### src/rtl/control_decode_stage_pkg.sv
// Shared types, opcode/funct3 constants and helpers for the RV32I decode stage.
package control_decode_stage_pkg;

    typedef enum logic [6:0] {
        OpcLoad   = 7'b0000011,
        OpcStore  = 7'b0100011,
        OpcOpImm  = 7'b0010011,
        OpcOp     = 7'b0110011,
        OpcBranch = 7'b1100011,
        OpcJal    = 7'b1101111,
        OpcJalr   = 7'b1100111,
        OpcLui    = 7'b0110111,
        OpcAuipc  = 7'b0010111
    } opcode_type_t;

    localparam logic [2:0] F3_LB   = 3'd0;
    localparam logic [2:0] F3_LH   = 3'd1;
    localparam logic [2:0] F3_LW   = 3'd2;
    localparam logic [2:0] F3_LBU  = 3'd4;
    localparam logic [2:0] F3_LHU  = 3'd5;
    localparam logic [2:0] F3_SB   = 3'd0;
    localparam logic [2:0] F3_SH   = 3'd1;
    localparam logic [2:0] F3_SW   = 3'd2;
    localparam logic [2:0] F3_BEQ  = 3'd0;
    localparam logic [2:0] F3_BNE  = 3'd1;
    localparam logic [2:0] F3_BLT  = 3'd4;
    localparam logic [2:0] F3_BGE  = 3'd5;
    localparam logic [2:0] F3_BLTU = 3'd6;
    localparam logic [2:0] F3_BGEU = 3'd7;

    typedef enum logic [2:0] {RType, IType, SType, BType, UType, JType} instruction_type_t;

    typedef enum logic [1:0] {ResAlu, ResMem, ResPc4} result_select_t;

    typedef enum logic [3:0] {
        AluAdd, AluSub, AluSll, AluSlt, AluSltu, AluXor, AluSrl, AluSra, AluOr, AluAnd, AluMulDiv
    } alu_op_t;

    typedef struct packed {
        logic              reg_write;
        logic              alu_select;
        logic              dmem_write;
        result_select_t    result_select;
        logic              branch;
        logic              jump;
        alu_op_t           alu_op;
        logic [2:0]        funct3;
        instruction_type_t instruction_type;
    } ctrl_bundle_t;

    // alt is instr[30]; it selects SUB only for register-register ops.
    function automatic alu_op_t alu_op_from_funct(logic [2:0] funct3, logic alt, logic is_op);
        alu_op_t op;
        op = AluAdd;
        unique case (funct3)
            3'd0: op = (is_op && alt) ? AluSub : AluAdd;
            3'd1: op = AluSll;
            3'd2: op = AluSlt;
            3'd3: op = AluSltu;
            3'd4: op = AluXor;
            3'd5: op = alt ? AluSra : AluSrl;
            3'd6: op = AluOr;
            3'd7: op = AluAnd;
        endcase
        return op;
    endfunction

endpackage

### src/rtl/control_decode_comb.sv
// Pure combinational RV32I decode: instruction -> control bundle, immediate, indices, illegal.
// Define CONTROL_DECODE_M_EXT_EN to accept the M-extension group on OP (funct7 = 7'b0000001).
module control_decode_comb
    import control_decode_stage_pkg::*;
#(
    parameter int unsigned XLEN = 32
) (
    input  logic [31:0]     instr,
    output ctrl_bundle_t    ctrl,
    output logic [XLEN-1:0] imm,
    output logic [4:0]      rs1,
    output logic [4:0]      rs2,
    output logic [4:0]      rd,
    output logic            illegal
);

    logic [6:0]  opcode;
    logic [2:0]  funct3;
    logic [6:0]  funct7;
    logic        legal;
    logic [31:0] imm32;

    assign opcode = instr[6:0];
    assign funct3 = instr[14:12];
    assign funct7 = instr[31:25];
    assign rs1    = instr[19:15];
    assign rs2    = instr[24:20];
    assign rd     = instr[11:7];

    always_comb begin
        ctrl                  = '0;
        ctrl.funct3           = funct3;
        ctrl.instruction_type = RType;
        ctrl.result_select    = ResAlu;
        ctrl.alu_op           = AluAdd;
        legal                 = 1'b0;
        // A low-bit pair other than 2'b11 never matches an opcode, so it falls to default.
        case (opcode)
            OpcLoad: begin
                ctrl.instruction_type = IType;
                ctrl.reg_write        = 1'b1;
                ctrl.alu_select       = 1'b1;
                ctrl.result_select    = ResMem;
                legal = funct3 inside {F3_LB, F3_LH, F3_LW, F3_LBU, F3_LHU};
            end
            OpcStore: begin
                ctrl.instruction_type = SType;
                ctrl.alu_select       = 1'b1;
                ctrl.dmem_write       = 1'b1;
                legal = funct3 inside {F3_SB, F3_SH, F3_SW};
            end
            OpcOpImm: begin
                ctrl.instruction_type = IType;
                ctrl.reg_write        = 1'b1;
                ctrl.alu_select       = 1'b1;
                ctrl.alu_op           = alu_op_from_funct(funct3, instr[30], 1'b0);
                if (funct3 == 3'd1)      legal = (funct7 == 7'b0000000);
                else if (funct3 == 3'd5) legal = (funct7 == 7'b0000000) || (funct7 == 7'b0100000);
                else                     legal = 1'b1;
            end
            OpcOp: begin
                ctrl.instruction_type = RType;
                ctrl.reg_write        = 1'b1;
                ctrl.alu_op           = alu_op_from_funct(funct3, instr[30], 1'b1);
                case (funct7)
                    7'b0000000: legal = 1'b1;
                    7'b0100000: legal = (funct3 == 3'd0) || (funct3 == 3'd5);
`ifdef CONTROL_DECODE_M_EXT_EN
                    7'b0000001: begin
                        legal       = 1'b1;
                        ctrl.alu_op = AluMulDiv;
                    end
`endif
                    default:    legal = 1'b0;
                endcase
            end
            OpcBranch: begin
                ctrl.instruction_type = BType;
                ctrl.branch           = 1'b1;
                ctrl.alu_op           = AluSub;
                legal = funct3 inside {F3_BEQ, F3_BNE, F3_BLT, F3_BGE, F3_BLTU, F3_BGEU};
            end
            OpcJal, OpcJalr: begin
                ctrl.instruction_type = (opcode == OpcJal) ? JType : IType;
                ctrl.jump             = 1'b1;
                ctrl.reg_write        = 1'b1;
                ctrl.result_select    = ResPc4;
                legal = (opcode == OpcJal) || (funct3 == 3'b000);
            end
            OpcLui, OpcAuipc: begin
                ctrl.instruction_type = UType;
                ctrl.reg_write        = 1'b1;
                ctrl.alu_select       = 1'b1;
                legal                 = 1'b1;
            end
            default: legal = 1'b0;
        endcase
        // Illegal entries still flow but must not cause architectural side effects.
        if (!legal) begin
            ctrl.reg_write  = 1'b0;
            ctrl.dmem_write = 1'b0;
            ctrl.branch     = 1'b0;
            ctrl.jump       = 1'b0;
        end
    end

    assign illegal = !legal;

    always_comb begin
        imm32 = '0;
        case (ctrl.instruction_type)
            IType:   imm32 = {{20{instr[31]}}, instr[31:20]};
            SType:   imm32 = {{20{instr[31]}}, instr[31:25], instr[11:7]};
            BType:   imm32 = {{19{instr[31]}}, instr[31], instr[7], instr[30:25], instr[11:8], 1'b0};
            UType:   imm32 = {instr[31:12], 12'b0};
            JType:   imm32 = {{11{instr[31]}}, instr[31], instr[19:12], instr[20], instr[30:21],
                              1'b0};
            default: imm32 = '0;
        endcase
    end

    assign imm = XLEN'($signed(imm32));

endmodule

### src/rtl/control_decode_stage.sv
// Registered RV32I decode stage with valid/ready handshake and 1- or 2-entry output buffering.
// Define CONTROL_DECODE_M_EXT_EN to decode the M-extension OP group as legal MULDIV.
module control_decode_stage
    import control_decode_stage_pkg::*;
#(
    parameter int unsigned XLEN      = 32,
    parameter int unsigned BUF_DEPTH = 2
) (
    input  logic            clk,
    input  logic            rst_n,
    input  logic            flush,
    input  logic            in_valid,
    output logic            in_ready,
    input  logic [31:0]     in_instr,
    input  logic [XLEN-1:0] in_pc,
    output logic            out_valid,
    input  logic            out_ready,
    output ctrl_bundle_t    out_ctrl,
    output logic [XLEN-1:0] out_imm,
    output logic [4:0]      out_rs1,
    output logic [4:0]      out_rs2,
    output logic [4:0]      out_rd,
    output logic [XLEN-1:0] out_pc,
    output logic            out_illegal
);

    localparam int unsigned ENTRY_W = $bits(ctrl_bundle_t) + 2 * XLEN + 16;

    ctrl_bundle_t       dec_ctrl;
    logic [XLEN-1:0]    dec_imm;
    logic [4:0]         dec_rs1;
    logic [4:0]         dec_rs2;
    logic [4:0]         dec_rd;
    logic               dec_illegal;
    logic [ENTRY_W-1:0] dec_entry;
    logic [ENTRY_W-1:0] main_q;
    logic [ENTRY_W-1:0] main_d;
    logic               main_valid_q;
    logic               main_valid_d;
    logic               in_fire;
    logic               out_fire;

    control_decode_comb #(
        .XLEN (XLEN)
    ) u_decode (
        .instr   (in_instr),
        .ctrl    (dec_ctrl),
        .imm     (dec_imm),
        .rs1     (dec_rs1),
        .rs2     (dec_rs2),
        .rd      (dec_rd),
        .illegal (dec_illegal)
    );

    assign dec_entry = {dec_ctrl, dec_imm, dec_rs1, dec_rs2, dec_rd, in_pc, dec_illegal};
    assign in_fire   = in_valid && in_ready;
    assign out_fire  = main_valid_q && out_ready;
    assign out_valid = main_valid_q;
    assign {out_ctrl, out_imm, out_rs1, out_rs2, out_rd, out_pc, out_illegal} = main_q;

    generate
        if (BUF_DEPTH == 1) begin : g_single
            logic started_q;

            assign in_ready = started_q && !flush && (!main_valid_q || out_ready);

            always_comb begin
                main_d       = main_q;
                main_valid_d = main_valid_q;
                if (flush) begin
                    main_valid_d = 1'b0;
                end else if (in_fire) begin
                    main_d       = dec_entry;
                    main_valid_d = 1'b1;
                end else if (out_fire) begin
                    main_valid_d = 1'b0;
                end
            end

            always_ff @(posedge clk or negedge rst_n) begin
                if (!rst_n) started_q <= 1'b0;
                else        started_q <= 1'b1;
            end
        end else begin : g_skid
            logic [ENTRY_W-1:0] skid_q;
            logic [ENTRY_W-1:0] skid_d;
            logic               skid_valid_q;
            logic               skid_valid_d;
            logic               ready_q;

            // in_ready comes straight from a flop so fetch never sees a path from out_ready.
            assign in_ready = ready_q && !flush;

            always_comb begin
                main_d       = main_q;
                main_valid_d = main_valid_q;
                skid_d       = skid_q;
                skid_valid_d = skid_valid_q;
                if (flush) begin
                    main_valid_d = 1'b0;
                    skid_valid_d = 1'b0;
                end else if (out_fire || !main_valid_q) begin
                    if (skid_valid_q) begin
                        main_d       = skid_q;
                        main_valid_d = 1'b1;
                        skid_valid_d = 1'b0;
                    end else if (in_fire) begin
                        main_d       = dec_entry;
                        main_valid_d = 1'b1;
                    end else begin
                        main_valid_d = 1'b0;
                    end
                end else if (in_fire) begin
                    skid_d       = dec_entry;
                    skid_valid_d = 1'b1;
                end
            end

            always_ff @(posedge clk or negedge rst_n) begin
                if (!rst_n) begin
                    skid_q       <= '0;
                    skid_valid_q <= 1'b0;
                    ready_q      <= 1'b0;
                end else begin
                    skid_q       <= skid_d;
                    skid_valid_q <= skid_valid_d;
                    ready_q      <= !skid_valid_d;
                end
            end
        end
    endgenerate

    always_ff @(posedge clk or negedge rst_n) begin
        if (!rst_n) begin
            main_q       <= '0;
            main_valid_q <= 1'b0;
        end else begin
            main_q       <= main_d;
            main_valid_q <= main_valid_d;
        end
    end

endmodule

### config.mk
export PLATFORM = sky130hd
export DESIGN_NAME = control_decode_stage
export DESIGN_NICKNAME = d
export VERILOG_FILES = /design/src/rtl/control_decode_stage_pkg.sv /design/src/rtl/control_decode_comb.sv /design/src/rtl/control_decode_stage.sv
export SDC_FILE = /design/constraint.sdc
export NUM_CORES = 1
export LEC_CHECK = 0
export ABC_AREA = 0
export ABC_CLOCK_PERIOD_IN_PS = 1450
export CAP_MARGIN = 25
export CELL_PAD_IN_SITES_DETAIL_PLACEMENT = 0
export CELL_PAD_IN_SITES_GLOBAL_PLACEMENT = 1
export CORE_MARGIN = 1
export CORE_UTILIZATION = 39
export DETAILED_ROUTE_END_ITERATION = 10
export PLACE_DENSITY = 0.82
export SKIP_LAST_GASP = 1
export SLEW_MARGIN = 40
export SYNTH_ARGS = -nofsm -noshare
export SYNTH_HDL_FRONTEND = slang
export SYNTH_HIERARCHICAL = 1
export SYNTH_SLANG_ARGS = --single-unit
### constraint.sdc
create_clock -name clk -period 1.45 [get_ports clk]
set_input_delay 0.145 -clock clk [delete_from_list [all_inputs] [get_ports clk]]
set_output_delay 0.145 -clock clk [all_outputs]
set_load 0.02 [all_outputs]
==> metrics.md <==
| Metric | Value |
|---|---|
| Area leader, netlist | `dfrtp_1` |
| CP max stage cell | `dfrtp_2` |
| Via count | `about 6,200` |
| Fillcell total | `between 1,500 and 2,000` |
| Initial antenna violation count | `0` |
| Data required, critical path | `~1800 ps` |
| Tcrit/Tclk final | `115%` |
| Gate power share | `a little over a fifth` |
| Leakage power | `just over 7 nW` |
| Number of global-route vias before repair | `between 6,000 and 7,000` |
| Global Route Usage Sum | `approximately a fifth` |
| Port Buffers | `167` |
| Post-route DRC | `0` |
| Arrival time worst endpoint | `1990 ps` |
| Synthesis Warnings | `6` |
| Largest net degree at the start of global routing | `52` |
| Antenna viol nets, final | `0` |
| Max Fanout on Critical Path | `18` |
| Unrepaired setup endpoints after global routing | `true` |
| Switching Fraction | `between 20% and 30%` |
| Mapped Area | `roughly 0.0093 mm2` |
| Total wire length | `24.0 mm` |
| Worst vdd ir | `around 0.00059 V` |
| Clk sinks | `between 150 and 200` |
| Status | `finished, violations left` |
| Post-Syn Instances | `660` |
| Fin nets | `approximately 990` |
| Most numerous cell in the Yosys netlist | `mux2_2` |
| CP Depth | `5` |
| Fin. Hold Viols | `0` |
| Crit path buf inv count | `2` |
| Die H | `roughly 160 um` |
| Initial Util | `about two fifths` |
| Average cell area after synthesis | `14.2 um2` |
| Achievable Freq | `about 600 MHz` |
| Ys flop type | `dfrtp_1` |
| Post-DP HPWL | `approximately 15 mm` |
| Final Non-Filler Cells | `approximately 1,300` |
| CP peak stage delay | `400 ps` |
| Setup Viol. Count Final | `around 190` |
| Failing checks | `negative setup slack` |
| Die area | `0.0246 mm2` |
| CP Capture Type | `register` |
| MaxCap Viol Count | `0` |
| Yosys reg bits | `~200` |
| Net Sw Power | `between 3 and 4 mW` |
| Wire length per cell | `roughly 19 um` |
| Most instantiated cells after synthesis | `284 x mux2_2, 197 x dfrtp_1, 27 x buf_4` |
| Syn nets | `around 730` |
| Cell family contributing the most delay on the critical path | `simple AND/OR/NAND/NOR gates` |
| Relative slew slack | `66.4%` |
| Clk pwr share | `between 30% and 40%` |
| Layout area overhead | `48.0%` |
| Worst Reg2Reg Path Length in Cells | `5` |
| Setup TNS | `-21,440 ps` |
| Synth top area cells | `dfrtp_1 53%, mux2_2 34%, buf_4 2.2%` |
| Share of post-route cells with drive strength above 1 | `53.3%` |
| Final WS setup | `-219 ps` |
| Max-slew violations | `0` |
| CP cell instances | `and2b_2 -> nor3_4 -> buf_12 -> buf_12 -> mux2_2` |
| Worst-skew pair later-pin latency | `approximately 430 ps` |
| Total CTS buffers | `17` |
| Type of origin of the critical path | `register` |
| DP Area | `~0.012 mm2` |
| Placer congestion estimate | `between 0.8 and 0.9` |
| Max Clock Skew | `around 11 ps` |
| Final instance area | `0.0138 mm2` |
| Post-synthesis sequential area ratio | `52.7%` |
| Avg Vias per Cell | `4.97` |
| Grt ovf | `0` |
| Worst Hold Class | `in2reg` |
| ANT cells | `0` |
| Top Ports | `~170` |
| Cell Int Power | `10.6 mW` |
| Fin util | `around three fifths` |
| Initial DRC count | `between 200 and 300` |
| Setup CP Type | `reg2reg` |
| Clock root cell | `clkbuf_16` |
| Final min period | `approximately 1700 ps` |
| Yosys cell types | `47` |
| Pwr Density | `~1100 mW/mm2` |
| Hold Crit Depth | `2` |
| Core area | `~0.023 mm2` |
| Clk slew on worst S/H paths | `around 80 ps` |
| Worst hold margin | `52.8 ps` |
| Yosys top cell area share | `52.7%` |
| Die Span X | `about 160 um` |
| Row count | `56` |
| Placed instance count | `1,187` |
| Drt pass-1 iters | `4` |
| Worst-Margin Slew | `between 500 and 600 ps` |
| First-pass GRT wire length | `~38 mm` |
| Synth async-reset ratio | `100%` |
| Sequential share of power | `a little under half` |
| CTS tree | `built` |
| Clock Path Buffers | `2` |
| Htree depth | `4` |
| CP dominant cell by count | `buf_12` |
| Post-synth EDFFs | `0` |
==> registers in the layout, summed over array words and instances, names as in the netlist <==
signal and count:
g_skid.ready_q 1, g_skid.skid_valid_q 1, out_valid 1, main_q 97
g_skid.skid_q 97
==> routing by layer <==
| metal | GRT usage [%] | wire [um] | part of all wire, % | up-vias |
|---|---|---|---|---|
| li1 | - | - | - | 2884 |
| met1 | 29.0 | 11600 | 48 | 3193 |
| met2 | 31.2 | 11000 | 46 | 121 |
| met3 | 4.21 | 1040 | 4.3 | 19 |
| met4 | 4.81 | 333 | 1.4 | 0 |
| met5 | 0 | 0 | 0 | - |
==> power groups by stage <==
stage,Combinational [mW],Clock (mW),Sequential [mW]
finish,3.10,4.82,6.62
global route,3.30,5.15,6.71
CTS,3.06,4.93,6.60
detailed placement,3.04,0,6.70
global placement,3.00,0,6.66
floorplan,1.31,0,7.01
==> path summary, 6_finish.rpt <==
path                            slack (ps)         start                end
worst min-delay path                    50  in_instr[14]  g_skid.skid_q[85]
min in group asynchronous              180         rst_n  g_skid.skid_q[52]
worst max register to register        -220     out_valid         main_q[73]
worst min register to register         500    main_q[72]         main_q[72]
max in group asynchronous              680         rst_n          main_q[6]
worst max-delay path                  -220     out_valid         main_q[73]
==> area by class of cell <==
type	count	area [um2]	area share, %
clock inverter	11	111	0.805
clock buffer	21	480	3.47
timing repair buffer	297	3060	22.1
multi-input combinational	400	4830	34.9
tap	319	399	2.88
sequential	197	4930	35.7
inverter	5	18.8	0.136
==> per-stage QoR <==
| step | worst slack (ps) | power, mW |
|---|---|---|
| after floorplan | -385 | 8.32 |
| after global placement | -1010 | 9.66 |
| after detailed placement | -1040 | 9.74 |
| after CTS | -232 | 14.6 |
| after global routing | -280 | 15.2 |
| final | -219 | 14.5 |
==> cells by family (layout without fill, tap and decap cells) <==
logic type / count (synthesis) / count (layout) / share of synthesized area [%]
multiplexers: 292 / 292 / 35.2
flip-flops: 197 / 197 / 52.7
buffers and inverters: 63 / 334 / 4.11
AND/OR/NAND/NOR: 55 / 55 / 3.65
AO/OA/AOI/OAI: 52 / 52 / 4.24
XOR/XNOR: 1 / 1 / 0.0937
==> cells in the final DEF (no fill, tap or decap), types with 2 or more instances in the layout <==
cell type	netlist	final
mux2_2	284	115
inv_6	0	4
nor2b_1	3	2
a21oi_2	3	3
o21a_1	2	2
buf_4	27	84
a22o_1	5	5
dfrtp_1	197	195
nor3_1	4	2
clkinv_4	0	2
a21oi_1	7	6
mux2_4	0	174
buf_16	0	4
clkbuf_8	0	5
nand3b_1	2	2
o21ai_0	4	3
dlygate4sd2_1	0	100
buf_2	19	5
and2_1	8	7
clkinv_2	0	2
clkbuf_2	0	2
buf_8	0	4
nand2b_4	0	2
clkdlybuf4s15_2	0	2
clkdlybuf4s50_1	0	50
a21o_1	20	20
nor3_4	1	2
mux2_1	8	3
buf_6	3	10
o22ai_1	2	2
buf_12	0	30
nand2_1	6	5
clkbuf_16	0	19
nand2b_1	6	4
or3_1	2	2
nor2_1	9	9
inv_1	5	5
==> timing repair <==
action	CTS	global route
resized for setup	252	57
setup endpoints to repair	285	195
hold endpoints to repair	197	0
pin swaps	18	15
cloned	10	2
hold buffers	1	0
setup buffers	21	9
No activity file was read; power rests on OpenSTA's default activity.
